--- config.mk ---
export PLATFORM = sky130hd
export DESIGN_NAME = stream_rr_arbiter_flat
export DESIGN_NICKNAME = d
export VERILOG_FILES = /design/src/rtl/stream_rr_arbiter_if.sv /design/src/rtl/stream_rr_arbiter.sv /design/src/flat_wrapper.sv
export SDC_FILE = /design/constraint.sdc
export NUM_CORES = 1
export LEC_CHECK = 0
export BUFFER_PORTS_ARGS = -buffer_cell sky130_fd_sc_hd__buf_2
export CORE_UTILIZATION = 40
export CTS_CLUSTER_SIZE = 28
export DETAILED_ROUTE_END_ITERATION = 16
export PLACE_DENSITY = 0.69
export SLEW_MARGIN = 20
export SYNTH_ARGS = -nofsm -noshare
export SYNTH_HDL_FRONTEND = slang
export SYNTH_SLANG_ARGS = --single-unit
--- constraint.sdc ---
create_clock -name clk -period 3.2 [get_ports clk]
set_input_delay 0.64 -clock clk [delete_from_list [all_inputs] [get_ports clk]]
set_output_delay 0.64 -clock clk [all_outputs]
set_load 0.01 [all_outputs]
--- src/rtl/stream_rr_arbiter_if.sv ---
// Bundle of the arbiter's requester-side and output-side handshake signals.
// master = the arbiter, slave = the requesters plus the downstream datapath.
interface stream_rr_arbiter_if #(
    parameter int NUM_REQ    = 4,
    parameter int DATA_WIDTH = 8
);
    localparam int SRC_WIDTH = $clog2(NUM_REQ);

    logic [NUM_REQ-1:0]            req_valid;
    logic [NUM_REQ-1:0]            req_ready;
    logic [NUM_REQ*DATA_WIDTH-1:0] req_data;
    logic [NUM_REQ-1:0]            req_last;
    logic                          out_valid;
    logic                          out_ready;
    logic [DATA_WIDTH-1:0]         out_data;
    logic                          out_last;
    logic [SRC_WIDTH-1:0]          out_src;
    logic [NUM_REQ-1:0]            grant;
    logic                          burst_cut;

    modport master (
        input  req_valid, req_data, req_last, out_ready,
        output req_ready, out_valid, out_data, out_last, out_src, grant, burst_cut
    );

    modport slave (
        output req_valid, req_data, req_last, out_ready,
        input  req_ready, out_valid, out_data, out_last, out_src, grant, burst_cut
    );
endinterface

--- src/rtl/stream_rr_arbiter.sv ---
// Round-robin arbiter: atomic bursts closed by req_last or a MAX_BURST cap,
// one IDLE arbitration cycle per grant, single registered output stage.
module stream_rr_arbiter #(
    parameter int NUM_REQ    = 4,
    parameter int DATA_WIDTH = 8,
    parameter int MAX_BURST  = 16
) (
    input logic                 clk,
    input logic                 reset,
    stream_rr_arbiter_if.master bus
);
    localparam int SRC_WIDTH = $clog2(NUM_REQ);
    localparam int CNT_WIDTH = $clog2(MAX_BURST + 1);
    localparam logic [CNT_WIDTH-1:0] CAP_PREV = CNT_WIDTH'(MAX_BURST - 1);

    typedef enum logic {IDLE, BUSY} state_t;

    state_t                state;
    state_t                state_next;
    logic [SRC_WIDTH-1:0]  grant_idx;
    logic [SRC_WIDTH-1:0]  last_idx;
    logic [SRC_WIDTH-1:0]  pick_idx;
    logic                  pick_found;
    logic [CNT_WIDTH-1:0]  beat_cnt;
    logic                  can_load;
    logic                  accept;
    logic                  beat_last;
    logic                  at_cap;
    logic                  release_any;
    logic                  release_cap;
    logic [DATA_WIDTH-1:0] beat_data;

    assign can_load    = !bus.out_valid || bus.out_ready;
    assign bus.req_ready = (state == BUSY && can_load) ? bus.grant : '0;

    // Only the granted lane is ever selected; other lanes' data is never sampled.
    assign beat_data   = bus.req_data[grant_idx*DATA_WIDTH +: DATA_WIDTH];
    assign beat_last   = bus.req_last[grant_idx];
    assign accept      = (state == BUSY) && bus.req_valid[grant_idx] && can_load;
    assign at_cap      = (beat_cnt == CAP_PREV);
    assign release_any = accept && (beat_last || at_cap);
    assign release_cap = accept && !beat_last && at_cap;

    // NOTE: every variable written in an always_comb gets a default first, so no path infers a latch.
    always_comb begin
        pick_found = 1'b0;
        pick_idx   = '0;
        for (int k = 1; k <= NUM_REQ; k++) begin
            if (!pick_found && bus.req_valid[(int'(last_idx) + k) % NUM_REQ]) begin
                pick_found = 1'b1;
                pick_idx   = SRC_WIDTH'((int'(last_idx) + k) % NUM_REQ);
            end
        end
    end

    always_comb begin
        state_next = state;
        case (state)
            IDLE:    if (pick_found)  state_next = BUSY;
            BUSY:    if (release_any) state_next = IDLE;
            default: state_next = IDLE;
        endcase
    end

    // NOTE: sequential state uses non-blocking assignments so all registers update from pre-edge values.
    always_ff @(posedge clk or posedge reset) begin
        if (reset) begin
            state         <= IDLE;
            bus.grant     <= '0;
            grant_idx     <= '0;
            last_idx      <= SRC_WIDTH'(NUM_REQ - 1);
            beat_cnt      <= '0;
            bus.burst_cut <= 1'b0;
        end else begin
            state         <= state_next;
            bus.burst_cut <= release_cap;
            if (state == IDLE && pick_found) begin
                bus.grant <= {{(NUM_REQ-1){1'b0}}, 1'b1} << pick_idx;
                grant_idx <= pick_idx;
                beat_cnt  <= '0;
            end else if (release_any) begin
                bus.grant <= '0;
                last_idx  <= grant_idx;
                beat_cnt  <= '0;
            end else if (accept) begin
                beat_cnt  <= beat_cnt + 1'b1;
            end
        end
    end

    always_ff @(posedge clk or posedge reset) begin
        if (reset) begin
            bus.out_valid <= 1'b0;
            bus.out_data  <= '0;
            bus.out_last  <= 1'b0;
            bus.out_src   <= '0;
        end else if (accept) begin
            bus.out_valid <= 1'b1;
            bus.out_data  <= beat_data;
            bus.out_last  <= beat_last;
            bus.out_src   <= grant_idx;
        end else if (bus.out_ready) begin
            bus.out_valid <= 1'b0;
        end
    end
endmodule

--- src/flat_wrapper.sv ---
// flat-port wrapper written by rule: the top's interface ports become plain ports
module stream_rr_arbiter_flat 
#(
    parameter int NUM_REQ    = 4,
    parameter int DATA_WIDTH = 8,
    parameter int MAX_BURST  = 16
)
  (clk, reset, bus_req_valid, bus_req_data, bus_req_last, bus_out_ready, bus_req_ready, bus_out_valid, bus_out_data, bus_out_last, bus_out_src, bus_grant, bus_burst_cut);
  stream_rr_arbiter_if #(.NUM_REQ(NUM_REQ), .DATA_WIDTH(DATA_WIDTH)) bus_i ();
  input logic clk;
  input logic reset;
  input wire logic [$bits(bus_i.req_valid)-1:0] bus_req_valid;
  input wire logic [$bits(bus_i.req_data)-1:0] bus_req_data;
  input wire logic [$bits(bus_i.req_last)-1:0] bus_req_last;
  input wire logic [$bits(bus_i.out_ready)-1:0] bus_out_ready;
  output wire logic [$bits(bus_i.req_ready)-1:0] bus_req_ready;
  output wire logic [$bits(bus_i.out_valid)-1:0] bus_out_valid;
  output wire logic [$bits(bus_i.out_data)-1:0] bus_out_data;
  output wire logic [$bits(bus_i.out_last)-1:0] bus_out_last;
  output wire logic [$bits(bus_i.out_src)-1:0] bus_out_src;
  output wire logic [$bits(bus_i.grant)-1:0] bus_grant;
  output wire logic [$bits(bus_i.burst_cut)-1:0] bus_burst_cut;
  assign bus_i.req_valid = bus_req_valid;
  assign bus_i.req_data = bus_req_data;
  assign bus_i.req_last = bus_req_last;
  assign bus_i.out_ready = bus_out_ready;
  assign bus_req_ready = bus_i.req_ready;
  assign bus_out_valid = bus_i.out_valid;
  assign bus_out_data = bus_i.out_data;
  assign bus_out_last = bus_i.out_last;
  assign bus_out_src = bus_i.out_src;
  assign bus_grant = bus_i.grant;
  assign bus_burst_cut = bus_i.burst_cut;
  stream_rr_arbiter #(.NUM_REQ(NUM_REQ), .DATA_WIDTH(DATA_WIDTH), .MAX_BURST(MAX_BURST)) u_core (.clk(clk), .reset(reset), .bus(bus_i));
endmodule
==> flow_summary.toml, run 1 <==
[outcome]
outcome = "finished clean"

[grt]
grt_pass1_wl_um = 5910
gr-usage-all-layers_pct = 19.1
antenna_found_initial = 0
grt_max_degree = 28
grt-ovfl-total = 0
first_global_vias = 1217

[layout]
fin_nets = 235
fillers = 323
register_area_um2 = 678
multi_input_area_um2 = 786
final_area_mm2 = 0.00191
instances_no_fill = 235
final_util_pct = 55.1
drive_gt1_share_pct = 50.8
area_growth_pct = 26.7
num_antenna_cells = 0

[detailed_routing]
viasPerCell = 5.43
post_drt_wl_per_cell_um = 15.4
via_count = 1276
ant_nets = 0
drt-total-wl_um = 3610
dr.pass1.iters = 4
drtIter0Drc = 49
drc = 0

[setup_path]
crit_path_start_kind = "input pin"
worstPathCellList = "buf_2, nand2b_1, nand3_2, or3_1, a211oi_2"
rrSetupSlack_ps = 1180
critical-path-slowest-cell = "or3_1"
crit-reg2reg-launch = "u_core.beat_cnt[0]"
worstPathRequired_ps = 3390
reg2reg_depth = 7
cpLargestDelayFamily = "simple AND/OR/NAND/NOR gates"
crit_buf_inv = 1
r2r_end = "u_core.last_idx[1]"
crit_path_start = "bus_out_ready"
arrival_ps = 2270
critPathKind = "input pin to flop"
critical-path-max-stage-delay_ps = 510
crit_fanout = 23
crit_path_end_kind = "flop"

[die]
rows = 21
coreArea_mm2 = 0.00347
die_y_um = 63.4
die_x_um = 63.4
initial_core_util_pct = 43.5
pin_count = 64
dieArea_mm2 = 0.00402

[power]
p_leak_nw = 0.926
power_density_mw_per_mm2 = 886
power.total_mw = 1.69
peakVddDrop_v = 0.000416

[cts]
clk_latency_ps = 280
cts_root_buffer = "clkbuf_8"
clk_pin_slew_ps = 100
cts_tree = "done"
clk_path_buf_depth = 2
ctsResizeCount = 0
cts_sinks = 27
numCtsBuffers = 3
cts_max_level = 1
post_cts_buffers = 0
cts_hold_buf = 0

[synthesis]
synth.avg_cell_area_um2 = 11.8
async_reset_ff_share_pct = 100
syn-num-nets = 173
synth_area_mm2 = 0.00151
netlist-cell-type-count = 38
synth_seq_cells = 27
netlist_instances = 128
synth_enable_flop_cells = 0
seq_area_frac_synth_pct = 44.9
synth_warnings = 0
synth_ff_type = "dfrtp_1"

[sta]
final-hold-violation-count = 0
fin_ws_ps = 1120
max_freq_mhz = 480
setup_viol = 0
tightest_slew_ps = 655
fin_worst_skew_ps = 6.18
grt_setup_unrepaired = "no"
fin_crit_sh_pct = 65.1
tns_ps = 0
drv_slew = 0
hold-worst-slack_ps = 401
slew-limit-headroom_pct = 55.8
fin_crit_ps = 2080

[placed_design]
post-place-ws_ps = 802
dpl.hpwl_um = 2700
portBuffers = 63
place_area_mm2 = 0.00186
placed_cells = 231
gp_congestion = 0.835

[hold_path]
hp-class = "input pin to asynchronous set/reset pin"

[job]
max-cap-violations = 0
==> area by class of cell <==
| type | count | area share (%) |
|---|---|---|
| clock buffer | 3 | 2.16 |
| clock inverter | 1 | 0.393 |
| inverter | 3 | 0.589 |
| multi-input combinational | 90 | 41.1 |
| sequential | 27 | 35.5 |
| tap | 46 | 3.01 |
| timing repair buffer | 65 | 17.3 |
==> registers in the layout, summed over array words and instances (netlist names) <==
name and cells:
u_core.grant_idx 2, u_core.last_idx 2, u_core.bus.out_last 1, u_core.bus.grant 4, u_core.bus.out_data 8, u_core.beat_cnt 5
u_core.bus.out_valid 1, u_core.bus.out_src 2, u_core.state 1, u_core.bus.burst_cut 1
==> cell usage after synthesis (2+ instances only) <==
library cell / instances / area [um^2]
nor2b_1: 3 / 18.8
dfstp_2: 2 / 52.6
a32o_1: 2 / 20.0
buf_2: 3 / 15.0
nand2b_1: 4 / 25.0
a21oi_1: 3 / 15.0
o31ai_1: 2 / 15.0
o21ai_0: 4 / 20.0
dfrtp_1: 25 / 626
clkbuf_1: 5 / 18.8
mux2_2: 12 / 135
nand2_1: 7 / 26.3
a21o_1: 2 / 15.0
and3_1: 5 / 31.3
nand3_1: 5 / 25.0
mux4_2: 9 / 203
ha_1: 2 / 25.0
o32ai_1: 2 / 17.5
inv_1: 3 / 11.3
mux2_1: 2 / 22.5
mux2i_1: 2 / 20.0
nor2_1: 8 / 30.0
==> cells in the final DEF, fill, tap and decap left out, types with 4 or more instances in the layout <==
master,Yosys,routed
o21ai_0,4,4
mux2_2,12,12
buf_2,3,63
mux4_2,9,9
dfrtp_1,25,25
nand2b_1,4,4
nand2_1,7,7
nor2_1,8,8
and3_1,5,5
nand3_1,5,5
==> report_power, final <==
part | total, mW | internal, mW | leakage, nW | switching, mW
Sequential | 0.600 | 0.495 | 0.335 | 0.105
Combinational | 0.893 | 0.441 | 0.569 | 0.452
Clock | 0.200 | 0.0886 | 0.0217 | 0.111
==> logic make-up (layout without fill, tap and decap cells) <==
family | after synthesis | count (layout) | synth area share, %
AOI/OAI and AO/OA | 24 | 24 | 11.6
xor gates and xnor gates | 1 | 1 | 0.581
adders and majority gates | 2 | 2 | 1.66
buffers and inverters | 11 | 72 | 2.98
DFF | 27 | 27 | 44.9
muxes | 25 | 25 | 25.2
and+or+nand+nor | 38 | 38 | 13.0
==> metal layers <==
metal	wire length (um)	vias to the layer above	GRT usage, %
li1	-	607	-
met1	1550	620	26.1
met2	1800	45	30.3
met3	197	4	2.17
met4	63	0	8.52
met5	0	-	0
==> worst max-delay path by stage <==
| stage | endpoint | cells after the start |
|---|---|---|
| floorplan | u_core.bus.out_data[2] | 4 |
| global placement | u_core.beat_cnt[3] | 5 |
| detailed placement | u_core.beat_cnt[3] | 5 |
| CTS | u_core.beat_cnt[3] | 5 |
| global route | u_core.beat_cnt[3] | 5 |
| finish | u_core.beat_cnt[3] | 5 |
(Power assumes the default switching activity.)
==> run 2, diff against run 1 <==
--- a/config.mk
+++ b/config.mk
@@ -9,7 +9,7 @@
 export CORE_UTILIZATION = 40
 export CTS_CLUSTER_SIZE = 28
 export DETAILED_ROUTE_END_ITERATION = 16
-export PLACE_DENSITY = 0.69
+export PLACE_DENSITY = 0.72
 export SLEW_MARGIN = 20
 export SYNTH_ARGS = -nofsm -noshare
 export SYNTH_HDL_FRONTEND = slang
==> constraint.sdc (replaced) <==
create_clock -name clk -period 1.8 [get_ports clk]
set_input_delay 0.36 -clock clk [delete_from_list [all_inputs] [get_ports clk]]
set_output_delay 0.36 -clock clk [all_outputs]
set_load 0.01 [all_outputs]
==> run 2 against run 1 <==
Against the previous run: global-route usage is 2.5 points higher; cell count is 11% higher; total power is 110% higher; flip-flop and latch count stayed put; largest cell class unchanged; largest power group unchanged; highest routed layer unchanged.
==> flow_summary.toml, run 2 (synthesis gave the netlist of run 1 again) <==
[sta]
fin_crit_ps = 1760
grt_setup_unrepaired = "yes"
drv_slew = 0
fin_crit_sh_pct = 97.7
fin_ws_ps = 40.5
tightest_slew_ps = 546
fin_worst_skew_ps = 3.24
final-hold-violation-count = 0
setup_viol = 0
max_freq_mhz = 568
slew-limit-headroom_pct = 63.2

[grt]
antenna_found_initial = 0
grt_max_degree = 28
grt_pass1_wl_um = 6690
grt-ovfl-total = 0
first_global_vias = 1417
gr-usage-all-layers_pct = 21.6

[layout]
multi_input_area_um2 = 838
reg_top3 = "u_core.bus.out_data x8, u_core.beat_cnt x5, u_core.bus.grant x4"
layout_commonest_cell = "buf_2"
fin_nets = 261
regMostFlops = "u_core.bus.out_data"
largest_reg_flops = 8
num_antenna_cells = 0
fillers = 301
mostFrequentLayoutCells = "63 x buf_2, 26 x buf_4, 25 x dfrtp_1"
area_growth_pct = 44.5
drive_gt1_share_pct = 59.1
register_area_um2 = 678

[cts]
cts_root_buffer = "clkbuf_8"
numCtsBuffers = 3
clk_pin_slew_ps = 90
cts_sinks = 27
clk_path_buf_depth = 2
cts_tree = "done"
cts_max_level = 1
clk_latency_ps = 270

[die]
dieArea_mm2 = 0.00402
rows = 21
coreArea_mm2 = 0.00347
initial_core_util_pct = 43.5
pin_count = 64
die_y_um = 63.4
die_x_um = 63.4

[job]
max-cap-violations = 0

[placed_design]
portBuffers = 63
post-place-ws_ps = -135
gp_congestion = 0.831
dpl.hpwl_um = 3020

[detailed_routing]
post_drt_wl_per_cell_um = 15.7
drc = 0
drtIter0Drc = 28
viasPerCell = 5.50
drt-total-wl_um = 4100
via_count = 1435
dr.pass1.iters = 4
ant_nets = 0

[power]
p_leak_nw = 1.09
power.total_mw = 3.55
power_density_mw_per_mm2 = 1630
peakVddDrop_v = 0.000921

[setup_path]
arrival_ps = 1960
critPathKind = "flop to flop"
worstPathRequired_ps = 2010
rrSetupSlack_ps = 40
crit_path_end_kind = "flop"
crit_path_start_kind = "flop"
crit_fanout = 4

[outcome]
outcome = "finished clean"

[hold_path]
hp-class = "input pin to asynchronous set/reset pin"
[run 2: cell count changes in the layout (fill, tap and decap cells not counted), sizes merged]
cell and change:
buf +26, clkinvlp -1, clkbuf +1
[run 2: worst paths after layout]
check,endpoint,from,cells past startpoint
setup / recovery,u_core.last_idx[0],u_core.beat_cnt[0],7
hold / removal,u_core.bus.burst_cut,reset,3
setup reg to reg,u_core.last_idx[0],u_core.beat_cnt[0],7
hold reg to reg,u_core.bus.out_last,u_core.bus.out_last,2
max in group asynchronous,u_core.last_idx[1],reset,3
min in group clk,u_core.bus.out_last,u_core.bus.out_last,2
[run 2: final cells by class]
cell class	instances	area share [%]
well taps	46	2.64
multi-input cells	90	38.4
inverters	3	0.516
clock buffers	4	2.07
repair buffers	91	25.2
flip-flops and latches	27	31.1
[run 2: worst max-delay path, cell delays in order, from the launching register on]
cell	delay, ps
dfrtp_1	390
ha_1	220
and3_1	190
ha_2	200
nor2b_4	130
a22oi_2	110
nand2b_4	140
mux2_4	310
[run 2: where the power goes]
part | total [mW] | leakage (nW) | switching [mW] | internal, mW
Clock | 0.346 | 0.0228 | 0.187 | 0.159
Combinational | 2.15 | 0.731 | 0.973 | 1.18
Sequential | 1.05 | 0.335 | 0.174 | 0.880
[run 2: what timing repair did]
item | CTS | global route
gates resized for setup | 5 | 7
buffers inserted | 2 | 6
endpoints found under the setup margin | 5 | 10
pin swaps | 0 | 3
endpoints found under the hold margin | 0 | 0
hold buffers | 0 | 0
[run 2: metal layers]
metal	global-route usage (%)	vias to the layer above	wire length, um
li1	-	658	-
met1	27.0	703	1660
met2	37.5	68	2170
met3	2.54	6	220
met4	8.81	0	49
met5	0	-	0
[run 2: through the flow]
step / utilization, % / setup TNS [ps] / instances / instance area, um^2 / hold slack, ps
after floorplan: - / 0 / 128 / 1510 / 411
after global placement: 58.0 / -15.9 / 249 / 2010 / 432
after detailed placement: 58.0 / -277 / 249 / 2010 / 437
after CTS: 60.4 / 0 / 255 / 2090 / 138
after global routing: 62.9 / -48.1 / 261 / 2180 / 158
final: 62.9 / 0 / 261 / 2180 / 131
